--- src/rtl/vga_sync_decoder.sv ---
// VGA timing recovery: measures Hsync_n/Vsync_n periods, locks onto stable timing and
// emits the visible pixel with its coordinates. Define VGA_DEC_STATS_EN to expose lineLen/frameLines.
//
// state  | meaning
// SEARCH | no timing reference, waiting for the first frame edge
// TRACK  | measuring frames, comparing against a captured reference
// LOCKED | timing stable, visible pixels are forwarded
module vga_sync_decoder #(
    parameter int H_SYNC_TO_ACTIVE = 184,
    parameter int H_ACTIVE         = 640,
    parameter int V_SYNC_TO_ACTIVE = 19,
    parameter int V_ACTIVE         = 480,
    parameter int LOCK_FRAMES      = 2
) (
    input  logic        clk,
    input  logic        rst,
    input  logic        Hsync_n,
    input  logic        Vsync_n,
    input  logic [2:0]  pixelIn,
    output logic [2:0]  pixelOut,
    output logic [10:0] posX,
    output logic [10:0] posY,
    output logic        active,
    output logic        frame_start,
    output logic        locked,
    output logic        err,
    output logic [10:0] lineLen,
    output logic [10:0] frameLines
);

    typedef enum logic [1:0] {
        SEARCH = 2'd0,
        TRACK  = 2'd1,
        LOCKED = 2'd2
    } state_t;

    localparam logic [10:0] CNT_MAX  = 11'd2047;
    localparam logic [10:0] H_START  = 11'(H_SYNC_TO_ACTIVE);
    localparam logic [10:0] H_END    = 11'(H_SYNC_TO_ACTIVE + H_ACTIVE);
    localparam logic [10:0] V_START  = 11'(V_SYNC_TO_ACTIVE);
    localparam logic [10:0] V_END    = 11'(V_SYNC_TO_ACTIVE + V_ACTIVE);
    localparam logic [7:0]  LOCK_CNT = 8'(LOCK_FRAMES);

    logic        hs1_q, hs1_d, hs2_q, hs2_d;
    logic        vs1_q, vs1_d, vs2_q, vs2_d;
    logic [2:0]  pix1_q, pix1_d;
    logic [10:0] hcnt_q, hcnt_d;
    logic [10:0] vcnt_q, vcnt_d;
    logic [10:0] line_meas_q, line_meas_d;
    logic        line_sat_q, line_sat_d;
    state_t      state_q, state_d;
    logic [10:0] ref_line_q, ref_line_d;
    logic [10:0] ref_frame_q, ref_frame_d;
    logic        ref_valid_q, ref_valid_d;
    logic [7:0]  match_cnt_q, match_cnt_d;
    logic        err_q, err_d;
    logic        locked_q, locked_d;
    logic        frame_start_q, frame_start_d;
    logic        win_q, win_d;
    logic [10:0] px_a_q, px_a_d;
    logic [10:0] py_a_q, py_a_d;
    logic        active_q, active_d;
    logic [2:0]  pix_out_q, pix_out_d;
    logic [10:0] pos_x_q, pos_x_d;
    logic [10:0] pos_y_q, pos_y_d;

    logic        h_fall, v_fall, h_sat, v_sat;
    logic [10:0] line_now, frame_now;
    logic        line_now_sat;
    logic        line_ok, frame_ok, meas_clean;

    assign h_fall = hs2_q & ~hs1_q;
    assign v_fall = vs2_q & ~vs1_q;
    assign h_sat  = (hcnt_q == CNT_MAX);
    assign v_sat  = (vcnt_q == CNT_MAX);

    // When Vsync and Hsync fall together the line just ended is the one to compare.
    assign line_now     = h_fall ? (h_sat ? CNT_MAX : hcnt_q + 11'd1) : line_meas_q;
    assign line_now_sat = h_fall ? h_sat : line_sat_q;
    assign frame_now    = v_sat ? CNT_MAX : vcnt_q + 11'd1;

    assign line_ok    = !line_now_sat && (line_now == ref_line_q);
    assign frame_ok   = !v_sat && (frame_now == ref_frame_q);
    assign meas_clean = !line_now_sat && !v_sat;

    always_comb begin
        hs1_d  = Hsync_n;
        vs1_d  = Vsync_n;
        hs2_d  = hs1_q;
        vs2_d  = vs1_q;
        pix1_d = pixelIn;

        hcnt_d = h_fall ? 11'd0 : (h_sat ? hcnt_q : hcnt_q + 11'd1);

        vcnt_d = vcnt_q;
        if (v_fall) begin
            vcnt_d = 11'd0;
        end else if (h_fall && !v_sat) begin
            vcnt_d = vcnt_q + 11'd1;
        end

        line_meas_d = line_meas_q;
        line_sat_d  = line_sat_q;
        if (h_fall) begin
            line_meas_d = line_now;
            line_sat_d  = h_sat;
        end
    end

    always_comb begin
        state_d     = state_q;
        ref_line_d  = ref_line_q;
        ref_frame_d = ref_frame_q;
        ref_valid_d = ref_valid_q;
        match_cnt_d = match_cnt_q;
        err_d       = 1'b0;

        case (state_q)
            SEARCH: begin
                if (v_fall) begin
                    state_d     = TRACK;
                    ref_valid_d = 1'b0;
                    match_cnt_d = 8'd0;
                end
            end
            TRACK: begin
                if (v_fall) begin
                    if (ref_valid_q && line_ok && frame_ok) begin
                        match_cnt_d = match_cnt_q + 8'd1;
                    end else begin
                        // The freshly captured frame is the first of the new matching run.
                        ref_line_d  = line_now;
                        ref_frame_d = frame_now;
                        ref_valid_d = meas_clean;
                        match_cnt_d = meas_clean ? 8'd1 : 8'd0;
                    end
                    if (ref_valid_d && (match_cnt_d >= LOCK_CNT)) begin
                        state_d = LOCKED;
                    end
                end
            end
            LOCKED: begin
                if ((h_fall && !line_ok) || (v_fall && !frame_ok)) begin
                    err_d       = 1'b1;
                    state_d     = SEARCH;
                    ref_valid_d = 1'b0;
                    match_cnt_d = 8'd0;
                end
            end
            default: begin
                state_d     = SEARCH;
                ref_valid_d = 1'b0;
                match_cnt_d = 8'd0;
            end
        endcase

        locked_d      = (state_d == LOCKED);
        frame_start_d = v_fall;
    end

    always_comb begin
        win_d = (state_q == LOCKED) &&
                (hcnt_q >= H_START) && (hcnt_q < H_END) &&
                (vcnt_q >= V_START) && (vcnt_q < V_END);
        px_a_d = hcnt_q - H_START;
        py_a_d = vcnt_q - V_START;

        active_d  = win_q;
        pix_out_d = win_q ? pix1_q : 3'd0;
        pos_x_d   = win_q ? px_a_q : 11'd0;
        pos_y_d   = win_q ? py_a_q : 11'd0;
    end

    always_ff @(posedge clk or negedge rst) begin
        if (!rst) begin
            hs1_q         <= 1'b1;
            hs2_q         <= 1'b1;
            vs1_q         <= 1'b1;
            vs2_q         <= 1'b1;
            pix1_q        <= 3'd0;
            hcnt_q        <= 11'd0;
            vcnt_q        <= 11'd0;
            line_meas_q   <= 11'd0;
            line_sat_q    <= 1'b0;
            state_q       <= SEARCH;
            ref_line_q    <= 11'd0;
            ref_frame_q   <= 11'd0;
            ref_valid_q   <= 1'b0;
            match_cnt_q   <= 8'd0;
            err_q         <= 1'b0;
            locked_q      <= 1'b0;
            frame_start_q <= 1'b0;
            win_q         <= 1'b0;
            px_a_q        <= 11'd0;
            py_a_q        <= 11'd0;
            active_q      <= 1'b0;
            pix_out_q     <= 3'd0;
            pos_x_q       <= 11'd0;
            pos_y_q       <= 11'd0;
        end else begin
            hs1_q         <= hs1_d;
            hs2_q         <= hs2_d;
            vs1_q         <= vs1_d;
            vs2_q         <= vs2_d;
            pix1_q        <= pix1_d;
            hcnt_q        <= hcnt_d;
            vcnt_q        <= vcnt_d;
            line_meas_q   <= line_meas_d;
            line_sat_q    <= line_sat_d;
            state_q       <= state_d;
            ref_line_q    <= ref_line_d;
            ref_frame_q   <= ref_frame_d;
            ref_valid_q   <= ref_valid_d;
            match_cnt_q   <= match_cnt_d;
            err_q         <= err_d;
            locked_q      <= locked_d;
            frame_start_q <= frame_start_d;
            win_q         <= win_d;
            px_a_q        <= px_a_d;
            py_a_q        <= py_a_d;
            active_q      <= active_d;
            pix_out_q     <= pix_out_d;
            pos_x_q       <= pos_x_d;
            pos_y_q       <= pos_y_d;
        end
    end

`ifdef VGA_DEC_STATS_EN
    logic [10:0] line_len_q, line_len_d;
    logic [10:0] frame_lines_q, frame_lines_d;

    always_comb begin
        line_len_d    = line_len_q;
        frame_lines_d = frame_lines_q;
        if (v_fall) begin
            line_len_d    = line_now;
            frame_lines_d = frame_now;
        end
    end

    always_ff @(posedge clk or negedge rst) begin
        if (!rst) begin
            line_len_q    <= 11'd0;
            frame_lines_q <= 11'd0;
        end else begin
            line_len_q    <= line_len_d;
            frame_lines_q <= frame_lines_d;
        end
    end

    assign lineLen    = line_len_q;
    assign frameLines = frame_lines_q;
`else
    assign lineLen    = 11'd0;
    assign frameLines = 11'd0;
`endif

    assign pixelOut    = pix_out_q;
    assign posX        = pos_x_q;
    assign posY        = pos_y_q;
    assign active      = active_q;
    assign frame_start = frame_start_q;
    assign locked      = locked_q;
    assign err         = err_q;

endmodule

--- config.mk ---
export PLATFORM = sky130hd
export DESIGN_NAME = vga_sync_decoder
export DESIGN_NICKNAME = d
export VERILOG_FILES = /design/src/rtl/vga_sync_decoder.sv
export SDC_FILE = /design/constraint.sdc
export NUM_CORES = 1
export LEC_CHECK = 0
export CAP_MARGIN = 20
export CORE_MARGIN = 1
export CORE_UTILIZATION = 62
export CTS_CLUSTER_DIAMETER = 100
export CTS_CLUSTER_SIZE = 12
export DETAILED_ROUTE_END_ITERATION = 10
export PLACE_DENSITY_LB_ADDON = 0.25
export SLEW_MARGIN = 20
export SYNTH_ARGS = -nofsm -noshare
export SYNTH_HDL_FRONTEND = slang
export SYNTH_SLANG_ARGS = --single-unit
--- constraint.sdc ---
create_clock -name clk -period 6.85 [get_ports clk]
set_clock_uncertainty 0.05 [all_clocks]
set_input_delay 1.37 -clock clk [delete_from_list [all_inputs] [get_ports clk]]
set_output_delay 1.37 -clock clk [all_outputs]
set_load 0.01 [all_outputs]
### After elaboration in Yosys (flattened, before gate mapping)

Cells that the tools add are included.
W data, S select, Z words.

* register bits: 126
* input port bits: 7
* output and inout port bits: 51
* logic and storage cells: 105

* add/subtract/negate cells: 5
* $lt $le $gt $ge: 5
* equal/unequal tests: 11
* mux-type cells: 33
* bitwise logic cells: 5
* reduce and logical (&&, ||, !) cells: 22

Operator list (number)
* $mux W11: 9
* $mux W8: 6
* $pmux W8 S3: 1
* $add A11 B1 Y11 const B: 2
* $eq A11 B11 Y1: 2
* $eq A11 B11 Y1 const B: 2
* $logic_and A1 B1 Y1: 13
* $ge A11 B5 Y1 const B: 1
* $ge A11 B8 Y1 const B: 1
* $lt A11 B10 Y1 const B: 1
* $lt A11 B9 Y1 const B: 1
* $sub A11 B5 Y11 const B: 1
* $sub A11 B8 Y11 const B: 1
* $mux W1: 10
* $add A8 B1 Y8 const B: 1
* $ge A8 B2 Y1 const B: 1
* $mux W2: 4
* $ne A2 B2 Y1 const B: 4
* $pmux W2 S3: 1
* $reduce_and A3 Y1: 2
* $eq A2 B2 Y1 const B: 2
* $logic_not A1 Y1: 4
* $mux W3: 1
* $not A1 Y1: 3
* other kinds (6): 7

### Depth between registers and ports, before layout

* depth after elaboration: 16
* mapped depth: 11
* gate-level depth less buffers: 10

### Worst setup path before layout

Ideal clock, no wire load.

* path kind: reg2reg
* start point: register hcnt_q[0]
* end point: register ref_frame_q[0]
* setup time: 0.125 ns
* arrival: 3.197 ns
* data required time: 6.675 ns
* path slack: 3.478 ns
* cell stages (with the launch flop): 11
* path buffers: 1
* period minus slack after synthesis: 3.372 ns
* cell sequence: dfrtp_1 > ha_1 > nand4_1 > nor2_1 > mux2_2 > or4_4 > nand4bb_4 > nor4_4 > a21boi_2 > buf_6 > mux2_4

* longest elaborated chain between the ends: 9
* elaborated cells between the ends (all ways): 12
* classes of those cells: 1 x add/sub; 2 x eq/ne; 3 x mux; 1 x bitwise; 5 x reduce/logical

RTL lines
* start, declared: RTL line 47 `logic [10:0] hcnt_q, hcnt_d;`
* start signal, assigned: RTL line 206 `hcnt_q <= hcnt_d;`
* $add A11 B1 Y11 / $eq A11 B11 Y1 (equally long branches): RTL line 78, 74
* $mux W11 (2 in a row): RTL line 78 `assign line_now = h_fall ? (h_sat ? CNT_MAX : hcnt_q + 11'd1) : line_meas_q;`
* $eq A11 B11 Y1: RTL line 82 `assign line_ok = !line_now_sat && (line_now == ref_line_q);`
* $logic_and A1 B1 Y1 *: RTL line 82
* $logic_and A1 B1 Y1 * (2 in a row): RTL line 128 `if (ref_valid_q && line_ok && frame_ok) begin`
* $not A1 Y1 (no line) *
* $reduce_and A3 Y1 (no line) *
* end signal, assigned: RTL line 212 `ref_frame_q <= ref_frame_d;`
* end, declared: RTL line 53 `logic [10:0] ref_frame_q, ref_frame_d;`

Every way passes the cells marked *; elsewhere a longest branch is shown, timed or not.
A chain may end at the register's enable or synchronous reset.

### Worst setup path in the final report

* start point: register hcnt_q[0]
* end point: register ref_line_q[6]

* longest elaborated chain between the ends: 9
* elaborated cells between the ends (all ways): 12
* classes of those cells: 1 x add/sub; 2 x eq/ne; 3 x mux; 1 x bitwise; 5 x reduce/logical

RTL lines
* $add A11 B1 Y11 / $eq A11 B11 Y1 (equally long branches): RTL line 78, 74
* $mux W11 (2 in a row): RTL line 78
* $eq A11 B11 Y1: RTL line 82
* $logic_and A1 B1 Y1: RTL line 82
* $logic_and A1 B1 Y1 (2 in a row): RTL line 128
* $not A1 Y1 (no line)
* $reduce_and A3 Y1 (no line)
* end signal, assigned: RTL line 211 `ref_line_q <= ref_line_d;`
* end, declared: RTL line 52 `logic [10:0] ref_line_q, ref_line_d;`

Parallel ways exist; a longest one is shown, timed or not.

==> results_dict.tcl <==
set metrics [dict create \
    holdPathStages 0 \
    hold_path_class "reg -> reg" \
    async_flop_share_pct 100 \
    diodes 0 \
    yosysWarnings 0 \
    postCtsSetupBuffers 0 \
    min_to "vs2_q$_DFF_PN1_" \
    switchingPower_w 0.000537 \
    fillers 692 \
    critPathTopFamily "simple AND/OR/NAND/NOR gates" \
    avgSynthCellArea_sq_um 10.3 \
    tightest_slew_ps 980 \
    hold_violations 0 \
    area_growth_pct 14.8 \
    synth_cells 613 \
    cts_tree "yes" \
    fmax_ghz 0.257 \
    status "finished clean" \
    relSlewSlack_pct 34.7 \
    path_buf_inv 1 \
    worstPathArrival_ps 4250 \
    grt_pass1_wl_microns 22300 \
    slowest_delay_ps 550 \
    ir_drop_uv 210 \
    gr-total-overflow 0 \
    cp_max_fo 22 \
    clockBufferDepth 2 \
    rows 36 \
    syn-cell-area_sq_mm 0.00631 \
    worstReg2RegEnd "ref_line_q[6]$_DFFE_PN0P_" \
    post_cts_resized 0 \
    p_int_w 0.00150 \
    holdCritStartpoint "vs1_q$_DFF_PN1_" \
    final-setup-viol-count 0 \
    wire_per_inst_microns 17.2 \
    io_pins 58 \
    tns_ps 0 \
    cp_slowest_cell "or4_4" \
    final_nets 653 \
    coreArea_sq_mm 0.00982 \
    drtPass1Iterations 5 \
    power_frac_comb_pct 13.9 \
    ys_ff_latch 126 \
    synth_edf_count 0 \
    htreeDepth 4 \
    dpl.hpwl_microns 8890 \
    rsz0062_at_grt "false" \
    initial_core_util_pct 64.3 \
    synth_cell_types 75 \
    setup.worst_path.end_class "flip-flop" \
    period_share_pct 56.7 \
    die_w_microns 103 \
    powerDensity_mw_per_mm2 281 \
    routabilityCongestion 0.929 \
    drc 0 \
    stdcell_area_sq_mm 0.00725 \
    drv_slew 0 \
    power_frac_seq_pct 42.3 \
    clk_pin_slew_worst_paths_ps 60 \
    die-area_sq_mm 0.0106 \
    cts.sinks 126 \
    cp-start-kind "flip-flop" \
    clk_latency_ps 540 \
    yosysSeqAreaShare_pct 50.0 \
    cts_hold_buf 0 \
    vias 4629 \
    viasPerCell 5.88 \
    r2r-start "hcnt_q[0]$_DFFE_PN0P_" \
    switching_share_pct 26.4 \
    worstPathRequired_ps 7220 \
    ys.flop_type "dfrtp_1" \
    postRouteAntennaNets 0 \
    critPathKind "reg -> reg" \
    total_leakage_power_nw 3.21 \
    max-cap-violations 0 \
    rrSetupSlack_ps 2960 \
    dpl-instance-area_sq_mm 0.00665 \
    grt_pass1_vias 4467 \
    drive_gt1_share_pct 11.0 \
    antenna_found_initial 0 \
    portBuffers 35 \
    drt-total-wl_microns 13500 \
    grt_max_degree 81 \
    fin_crit_ps 3890 \
    gr-usage-all-layers_pct 28.4 \
    drt_iter0_markers 327 \
    root_buffer "clkbuf_8" \
    die_h_microns 103 \
    clock_power_share_pct 43.8 \
    r2r_cells 10 \
    path_cells "ha_1 > nand4_1 > nor2_1 > mux2_2 > or4_4 > nand4bb_4 > nor4_4 > a21boi_2 > buf_4 > mux2_4" \
    cts_buffers 17 \
]
[worst max path at each step]
stage,start,endpoint,slack [ps],cells after the start
3_5_place_dp,hcnt_q[0]$_DFFE_PN0P_,ref_line_q[6]$_DFFE_PN0P_,3050,10
4_1_cts,hcnt_q[0]$_DFFE_PN0P_,ref_line_q[6]$_DFFE_PN0P_,3020,10
2_1_floorplan,hcnt_q[0]$_DFFE_PN0P_,ref_frame_q[0]$_DFFE_PN0P_,3480,10
6_report,hcnt_q[0]$_DFFE_PN0P_,ref_line_q[6]$_DFFE_PN0P_,2960,10
5_1_grt,vcnt_q[4]$_DFFE_PN0P_,match_cnt_q[4]$_DFFE_PN0P_,2620,8
3_3_place_gp,hs1_q$_DFF_PN1_,ref_line_q[2]$_DFFE_PN0P_,3150,9
[power by group through the flow]
stage | clock network (W) | registers, W | logic (W)
2_1_floorplan | 0 | 0.000854 | 0.000223
3_3_place_gp | 0 | 0.000868 | 0.000267
3_5_place_dp | 0 | 0.000873 | 0.000276
4_1_cts | 0.000901 | 0.000862 | 0.000280
5_1_grt | 0.000942 | 0.000871 | 0.000309
6_report | 0.000892 | 0.000863 | 0.000282
[Yosys cell counts (4+ instances only)]
master	count	share of area, %
mux2i_1	5	0.79
and2_1	34	3.4
buf_4	22	2.6
inv_1	20	1.2
nand2b_1	9	0.89
xor2_1	23	3.2
a31oi_1	9	0.89
nor2_1	60	3.6
ha_1	5	0.99
nor3_1	13	1.0
xnor2_1	25	3.5
nor4_1	5	0.50
mux2_4	19	4.5
nand3_1	19	1.5
clkbuf_1	23	1.4
o22ai_1	5	0.50
nand4_1	12	1.2
nand2_1	45	2.7
and4_1	6	0.83
and3_1	9	0.89
dfstp_2	4	1.7
o21ai_0	19	1.5
dfrtp_1	122	48
nor2b_1	6	0.59
o211ai_1	4	0.48
o221ai_1	6	0.83
a21oi_1	20	1.6
[cell usage in the layout, fill, tap and decap left out, types with 5 or more instances in the layout]
cell type,count
a21oi_1,20
a31oi_1,9
and2_1,34
and3_1,9
and4_1,6
buf_4,5
clkbuf_16,16
clkdlybuf4s50_1,34
conb_1,22
dfrtp_1,122
ha_1,5
inv_1,20
mux2_4,19
mux2i_1,5
nand2_1,45
nand2b_1,9
nand3_1,19
nand4_1,12
nor2_1,60
nor2b_1,5
nor3_1,13
nor4_1,5
o21ai_0,19
o221ai_1,6
o22ai_1,5
xnor2_1,25
xor2_1,23
[metrics by stage]
| stage | hold slack, ps | power, W | cells | utilization [%] | setup slack (ps) |
|---|---|---|---|---|---|
| 3_3_place_gp | 315 | 0.00113 | 755 | 67.7 | 3150 |
| 3_5_place_dp | 320 | 0.00115 | 755 | 67.7 | 3050 |
| 2_1_floorplan | 308 | 0.00108 | 634 | - | 3480 |
| 4_1_cts | 330 | 0.00204 | 787 | 73.8 | 3020 |
| 6_report | 332 | 0.00204 | 787 | 73.8 | 2960 |
| 5_1_grt | 336 | 0.00212 | 787 | 73.8 | 2620 |
[logic make-up after synthesis]
kind of cell	count (synthesis)	synth area share [%]
XOR/XNOR	48	6.66
buffers and inverters	72	5.89
other	1	0.0594
AND/OR/NAND/NOR	239	20.5
flip-flops	126	50.0
adder cells (fa/ha/maj)	5	0.991
AO/OA/AOI/OAI	95	10.1
multiplexers	27	5.85
[flip-flops by register name, summed over array words and instances, names as in the netlist, 2 cells and up]
name,cells
hcnt_q,11
line_meas_q,11
posX,11
posY,11
px_a_q,11
py_a_q,11
ref_frame_q,11
ref_line_q,11
vcnt_q,11
match_cnt_q,8
pix1_q,3
pixelOut,3
state_q,2
[routing by layer]
metal	wire length [microns]	track usage [%]
met1	5600	35.5
met2	6840	46.7
met3	823	8.81
met4	268	10.7
met5	0	0
[layout make-up]
cell class	count	area, sq um	share of cell area, %
tap	133	166	2.30
sequential	126	3160	43.6
inverter	20	75.1	1.04
clock buffer	23	457	6.30
multi-input combinational	436	2870	39.5
timing repair buffer	40	389	5.37
clock inverter	9	135	1.86
Note: power is estimated with default switching activity, not from simulation.
